### config.mk
export PLATFORM = sky130hd
export DESIGN_NAME = waveform_buffer_reader
export DESIGN_NICKNAME = d
export VERILOG_FILES = /design/src/rtl/waveform_buffer_reader.sv
export SDC_FILE = /design/constraint.sdc
export NUM_CORES = 1
export LEC_CHECK = 0
export ABC_AREA = 1
export BUFFER_PORTS_ARGS = -buffer_cell sky130_fd_sc_hd__buf_2
export CAP_MARGIN = 20
export CORE_MARGIN = 4
export CORE_UTILIZATION = 45
export DETAILED_ROUTE_END_ITERATION = 10
export PLACE_DENSITY = 0.6
export SLEW_MARGIN = 20
export SYNTH_ARGS = -nofsm -noshare
export SYNTH_HDL_FRONTEND = slang
export SYNTH_SLANG_ARGS = --single-unit
### constraint.sdc
create_clock -name clk -period 4.6 [get_ports clk]
set_input_delay 0.46 -clock clk [delete_from_list [all_inputs] [get_ports clk]]
set_output_delay 0.46 -clock clk [all_outputs]
set_load 0.02 [all_outputs]
### src/rtl/waveform_buffer_reader.sv
// Drains one event at a time from the header FIFO and waveform RAM into a
// valid/ready word stream: header slices first, then samples up to the EOE bit.
module waveform_buffer_reader #(
  parameter int unsigned P_DATA_WIDTH = 22,
  parameter int unsigned P_ADR_WIDTH  = 12,
  parameter int unsigned P_HDR_WIDTH  = 80,
  parameter int unsigned P_START_LSB  = 0
) (
  input  logic                    clk,
  input  logic                    rst,
  input  logic                    hdr_empty,
  input  logic [P_HDR_WIDTH-1:0]  hdr_data,
  output logic                    hdr_rdreq,
  output logic [P_ADR_WIDTH-1:0]  wvb_rd_addr,
  input  logic [P_DATA_WIDTH-1:0] wvb_data,
  output logic                    out_valid,
  input  logic                    out_ready,
  output logic [P_DATA_WIDTH-1:0] out_data,
  output logic                    out_is_hdr,
  output logic                    out_last,
  output logic [P_ADR_WIDTH-1:0]  rd_ptr,
  output logic                    evt_done,
  output logic [15:0]             n_evt_read,
  output logic                    overrun_err,
  output logic                    busy
);

  localparam int unsigned N_HW      = (P_HDR_WIDTH + P_DATA_WIDTH - 1) / P_DATA_WIDTH;
  localparam int unsigned HDR_PAD_W = N_HW * P_DATA_WIDTH;
  localparam int unsigned HCNT_W    = $clog2(N_HW + 1);
  localparam int unsigned HBASE_W   = $clog2(HDR_PAD_W + 1);
  localparam int unsigned SPAN_W    = P_ADR_WIDTH + 1;
  localparam logic [SPAN_W-1:0] SPAN = {1'b1, {P_ADR_WIDTH{1'b0}}};

  typedef enum logic [2:0] {S_IDLE, S_POP, S_LATCH, S_HDR, S_SAMP} state_t;

  state_t                  state, state_nx;
  logic [P_HDR_WIDTH-1:0]  hdr_reg;
  logic [HDR_PAD_W-1:0]    hdr_pad;
  logic [HBASE_W-1:0]      hdr_base;
  logic [HCNT_W-1:0]       hdr_push_cnt, hdr_pop_cnt;
  logic [SPAN_W-1:0]       iss_cnt;
  logic [P_ADR_WIDTH-1:0]  ret_cnt, ret_addr, ptr_pend;
  logic                    ret_q, eoe_seen;
  logic                    skid_valid, skid_is_hdr, skid_last;
  logic [P_DATA_WIDTH-1:0] skid_data;

  logic                    pop, issue, ret_v, ret_last, done;
  logic                    push, push_is_hdr, push_last;
  logic [P_DATA_WIDTH-1:0] push_data;
  logic [1:0]              occ_after;

  assign hdr_pad  = HDR_PAD_W'(hdr_reg);
  assign hdr_base = HBASE_W'(hdr_push_cnt * P_DATA_WIDTH);

  always_ff @(posedge clk) begin
    if (!rst) state <= S_IDLE;
    else      state <= state_nx;
  end

  // Next state, output-stage push selection and read-issue throttling
  always_comb begin
    state_nx    = state;
    pop         = out_valid & out_ready;
    ret_v       = ret_q & ~eoe_seen & (state == S_SAMP);
    ret_last    = ret_v & (wvb_data[0] | (ret_cnt == '1));
    occ_after   = 2'(out_valid) + 2'(skid_valid) - 2'(pop);
    done        = (state == S_SAMP) & pop & out_last;
    issue       = 1'b0;
    push        = 1'b0;
    push_is_hdr = 1'b0;
    push_last   = 1'b0;
    push_data   = '0;
    case (state)
      S_IDLE:  if (!hdr_empty) state_nx = S_POP;
      S_POP:   state_nx = S_LATCH;
      S_LATCH: state_nx = S_HDR;
      S_HDR: begin
        if (!skid_valid && (hdr_push_cnt < HCNT_W'(N_HW))) begin
          push        = 1'b1;
          push_is_hdr = 1'b1;
          push_data   = P_DATA_WIDTH'(hdr_pad >> hdr_base);
        end
        if (pop && (hdr_pop_cnt == HCNT_W'(N_HW - 1))) state_nx = S_SAMP;
      end
      S_SAMP: begin
        // occupancy counted after this cycle's pop keeps 1 word/cycle at full ready
        issue     = ~eoe_seen & ~ret_last & (iss_cnt != SPAN) &
                    ((occ_after + 2'(ret_v)) < 2'd2);
        push      = ret_v;
        push_data = wvb_data;
        push_last = ret_last;
        if (done) state_nx = S_IDLE;
      end
      default: state_nx = S_IDLE;
    endcase
  end

  always_ff @(posedge clk) begin
    if (!rst) begin
      hdr_rdreq    <= 1'b0;
      busy         <= 1'b0;
      evt_done     <= 1'b0;
      hdr_reg      <= '0;
      wvb_rd_addr  <= '0;
      hdr_push_cnt <= '0;
      hdr_pop_cnt  <= '0;
      iss_cnt      <= '0;
      ret_cnt      <= '0;
      ret_addr     <= '0;
      ptr_pend     <= '0;
      ret_q        <= 1'b0;
      eoe_seen     <= 1'b0;
      rd_ptr       <= '0;
      n_evt_read   <= '0;
      overrun_err  <= 1'b0;
      out_valid    <= 1'b0;
      out_data     <= '0;
      out_is_hdr   <= 1'b0;
      out_last     <= 1'b0;
      skid_valid   <= 1'b0;
      skid_data    <= '0;
      skid_is_hdr  <= 1'b0;
      skid_last    <= 1'b0;
    end else begin
      hdr_rdreq <= (state == S_IDLE) && (state_nx == S_POP);
      busy      <= (state_nx != S_IDLE);
      evt_done  <= done;
      ret_q     <= issue;

      if (state == S_LATCH) begin
        hdr_reg      <= hdr_data;
        wvb_rd_addr  <= hdr_data[P_START_LSB +: P_ADR_WIDTH];
        hdr_push_cnt <= '0;
        hdr_pop_cnt  <= '0;
        iss_cnt      <= '0;
        ret_cnt      <= '0;
        eoe_seen     <= 1'b0;
      end

      if (state == S_HDR && push) hdr_push_cnt <= hdr_push_cnt + HCNT_W'(1);
      if (state == S_HDR && pop)  hdr_pop_cnt  <= hdr_pop_cnt + HCNT_W'(1);

      if (issue) begin
        ret_addr    <= wvb_rd_addr;
        wvb_rd_addr <= wvb_rd_addr + P_ADR_WIDTH'(1);
        iss_cnt     <= iss_cnt + SPAN_W'(1);
      end
      if (ret_v) ret_cnt <= ret_cnt + P_ADR_WIDTH'(1);

      // A forced last without EOE means the whole RAM span was consumed
      if (ret_last) begin
        eoe_seen <= 1'b1;
        ptr_pend <= ret_addr + P_ADR_WIDTH'(1);
        if (!wvb_data[0]) overrun_err <= 1'b1;
      end

      if (done) begin
        rd_ptr     <= ptr_pend;
        n_evt_read <= n_evt_read + 16'd1;
      end

      // Output register plus one skid entry
      case ({pop, push})
        2'b11: begin
          if (skid_valid) begin
            out_data    <= skid_data;
            out_is_hdr  <= skid_is_hdr;
            out_last    <= skid_last;
            skid_data   <= push_data;
            skid_is_hdr <= push_is_hdr;
            skid_last   <= push_last;
          end else begin
            out_data   <= push_data;
            out_is_hdr <= push_is_hdr;
            out_last   <= push_last;
          end
        end
        2'b10: begin
          if (skid_valid) begin
            out_data   <= skid_data;
            out_is_hdr <= skid_is_hdr;
            out_last   <= skid_last;
            skid_valid <= 1'b0;
          end else begin
            out_valid <= 1'b0;
          end
        end
        2'b01: begin
          if (!out_valid) begin
            out_valid  <= 1'b1;
            out_data   <= push_data;
            out_is_hdr <= push_is_hdr;
            out_last   <= push_last;
          end else begin
            skid_valid  <= 1'b1;
            skid_data   <= push_data;
            skid_is_hdr <= push_is_hdr;
            skid_last   <= push_last;
          end
        end
        default: ;
      endcase
    end
  end

endmodule

==> metrics.md <==
| Metric | Value |
|---|---|
| Post-synth EDFFs | `0` |
| Comb power frac | `about a fifth` |
| Avg Vias per Cell | `around 5.5` |
| Count leader, synth | `nand2_1` |
| Grt total ovfl | `0` |
| Mapped Cells | `between 2000 and 2500` |
| Total CTS buffers | `27` |
| Clk_lat worst skew | `0.56 ns` |
| CP top delay family | `simple AND/OR/NAND/NOR gates` |
| Kind of end point of the critical path | `register` |
| Layout Area Growth over Synthesis | `13.5%` |
| Chip Width | `approximately 180 um` |
| Setup slack, reg-to-reg | `slightly below 0.8 ns` |
| Slowest stage delay, CP | `just under 0.8 ns` |
| Pwr Total | `between 5 and 6 mW` |
| P_sw | `about 1.7 mW` |
| CTS max path bufs | `3` |
| Final Max Slew Viols | `0` |
| Gr usage total | `~27%` |
| FF-to-FF End | `out_data[8]` |
| Critical path, cell by cell | `ha_1 > ha_1 > inv_1 > fa_1 > nor2_1 > inv_1 > a21oi_1 > nor2_1 > nand2_1 > nand2_1 > nand2_1 > nand2_1 > nand2_1 > nand2_1 > a21oi_1` |
| Total wire length | `about 48 mm` |
| CP max stage cell | `nor2_1` |
| Synth area leader | `dfxtp_1` |
| Syn Area/Cell | `6.19 um^2` |
| Fmax | `0.262 GHz` |
| Relative slew slack | `between 40% and 50%` |
| CTS root buf | `clkbuf_16` |
| Routed WL per cell | `17.2 um` |
| Leakage power | `about 7.3 nW` |
| Reg2Reg Depth | `15` |
| Buffers and inverters on the worst path | `2` |
| Status | `complete, no violations` |
| Largest net degree at the start of global routing | `84` |
| H-tree levels | `1` |
| First-pass GRT wire length | `about 76 mm` |
| Crit path from | `hdr_push_cnt[1]` |
| Area share of the largest cell type after synthesis | `about a third` |
| Initial DRC count | `around 1400` |
| Synth Warn # | `0` |
| Max Cap Violations | `0` |
| Worst Max-Slew Pin Slew | `roughly 0.85 ns` |
| Dpl hpwl | `roughly 35 mm` |
| Syn_nets | `2400` |
| Clock power share | `41.1%` |
| Synth area leaders | `dfxtp_1 (33%), nand2_1 (17%), nand3_1 (12%)` |
| Number of synthesized register bits | `234` |
| Number of global-route vias before repair | `14100` |
| Arr. time, crit path | `4.29 ns` |
| Seq/Total Area, Yosys | `about a third` |
| Routed Antenna Nets | `0` |
| Worst VDD drop | `308 uV` |
| Worst setup SP type | `register` |
| Synthesized cell area | `around 14000 um^2` |
| Drt drc | `0` |
| CP Capture Point | `out_data[8]` |
| Switching share of total power | `30.4%` |
| Data required, critical path | `just over 5 ns` |
| CTS tree | `yes` |
| Final Wtd Congestion | `between 1 and 1.5` |
| Post-route clock skew | `0.0317 ns` |
| Initial Util | `between 40% and 50%` |
| Die height | `185 um` |
| Drt first pass iters | `6` |
| Via count | `15200` |
| Largest register FFs | `80` |
| Sequential Power Share | `roughly two fifths` |
| Initial antenna violation count | `1` |
| Stages on worst setup path | `15` |
| Full die area | `roughly 34000 um^2` |
| Setup Buffers After CTS | `0` |
| Total power density per cell area | `about 350 nW/um^2` |
| Most used cell along the critical path | `nand2_1` |
| RR Startpoint | `hdr_push_cnt[1]` |
| TritonCTS Sinks | `approximately 230` |
| Ports | `around 180` |
| Port Buffers | `between 150 and 200` |
| Ratio of cells with drive above 1 in the final layout | `between 10% and 20%` |
| CP Class | `reg -> reg` |
| Final critical-path required period | `between 3 and 4 ns` |
| Post-synthesis async set-or-reset flop share | `0%` |
| # rows | `between 60 and 70` |
| Distinct cell type count after synthesis | `between 50 and 60` |
| Core Footprint | `30700 um^2` |
| # hold bufs at CTS | `0` |
| CP Max Fanout | `18` |
| Final period util | `a little over 80%` |
| Resize count post-CTS | `0` |
| Clock slew at reported path FFs | `~0.060 ns` |
| Hold crit path type | `in -> reg` |
| Endpoints failing setup | `0` |
| Int Pwr | `slightly below 4 mW` |
| RSZ-0062 raised after global routing | `false` |
| Nets@finish | `approximately 2500` |
| Fin. Hold Viols | `0` |
| # fillers | `3304` |
| Synth cell count leaders | `nand2_1 (625), nand3_1 (340), nor2_1 (256)` |
| Setup_tns | `0 ns` |
| Main synth FF type | `dfxtp_1` |
[worst min path at each step]
stage	start	endpoint	slack [ns]	cells past startpoint
floorplan	hdr_pop_cnt[0]	hdr_pop_cnt[0]	0.43	1
global placement	overrun_err	overrun_err	0.45	1
detailed placement	overrun_err	overrun_err	0.45	1
CTS	hdr_data[55]	hdr_reg[55]	0.09	3
global route	hdr_data[55]	hdr_reg[55]	0.12	3
finish	hdr_data[63]	hdr_reg[63]	0.12	3
[metal layers]
metal  global-route usage (%)  wire, um  vias to the layer above
met5                        0         0                        -
met4                     6.11       906                        0
met3                     3.71      3390                       60
met2                     42.5     21000                      526
met1                     40.5     22500                     6971
li1                         -         -                     7660
[stage by stage]
stage	setup slack (ns)	cells	utilization, %	hold WS [ns]	cell area (um^2)
2_1_floorplan	1.64	2272	-	0.433	14100
3_3_place_gp	0.907	2730	48.8	0.447	15000
3_5_place_dp	0.858	2730	48.8	0.451	15000
4_1_cts	0.850	2777	51.9	0.0916	16000
5_1_grt	0.450	2778	51.9	0.118	16000
6_report	0.779	2778	51.9	0.117	16000
[cell families after synthesis]
family | count (synthesis) | synth area share, %
AO/OA/AOI/OAI | 403 | 15.1
XOR/XNOR | 25 | 1.69
flip-flops | 234 | 33.3
adder cells (fa/ha/maj) | 22 | 2.01
AND/OR/NAND/NOR | 1297 | 39.1
buffers and inverters | 291 | 8.78
[worst register-to-register path, delay by kind of cell (launching register included)]
kind                       cells  cell delay [ns]
buffers and inverters          2             0.42
and+or+nand+nor                8             1.33
DFF                            1             0.43
AOI/OAI and AO/OA              2             0.35
adders and majority gates      3             1.23
[layout make-up]
cell class	instances	area, um^2	area share, %
Multi-Input combinational cell	1747	8160	51.1
Sequential cell	234	4690	29.4
Timing Repair Buffer	202	1110	6.95
Clock buffer	37	743	4.66
Inverter	151	572	3.58
Tap cell	396	495	3.10
Clock inverter	10	196	1.23
Antenna cell	1	2.50	0.0157
[layout by cell type, fill, tap and decap left out, types with 3 or more instances in the layout]
cell,netlist,routed
a21oi_1,185,185
dfxtp_1,234,233
clkbuf_8,0,3
o21ai_0,180,180
or2_2,5,5
nand4_1,14,14
nor2_1,256,256
o21a_1,3,3
buf_2,23,173
nand2_1,625,625
a211oi_1,7,7
inv_2,12,12
a31oi_1,8,8
nor2_2,8,8
nand3_1,340,340
ha_1,21,20
xor2_1,19,19
o211ai_1,6,6
buf_4,13,27
nor4_1,4,4
bufinv_16,0,5
clkbuf_1,88,7
clkbuf_16,0,27
clkinv_2,1,4
nor3_1,23,21
nor3_2,3,5
xnor2_1,5,5
inv_1,136,135
nand2_2,6,6
o211a_1,3,3
[power groups by stage]
stage               clock [mW]  combinational, mW  sequential [mW]
floorplan                    0              0.676             2.26
global placement             0               1.03             2.26
detailed placement           0               1.03             2.26
CTS                       2.34               1.03             2.22
global route              2.42               1.17             2.23
finish                    2.28               1.05             2.22
Power figures use the tool's default switching activity.
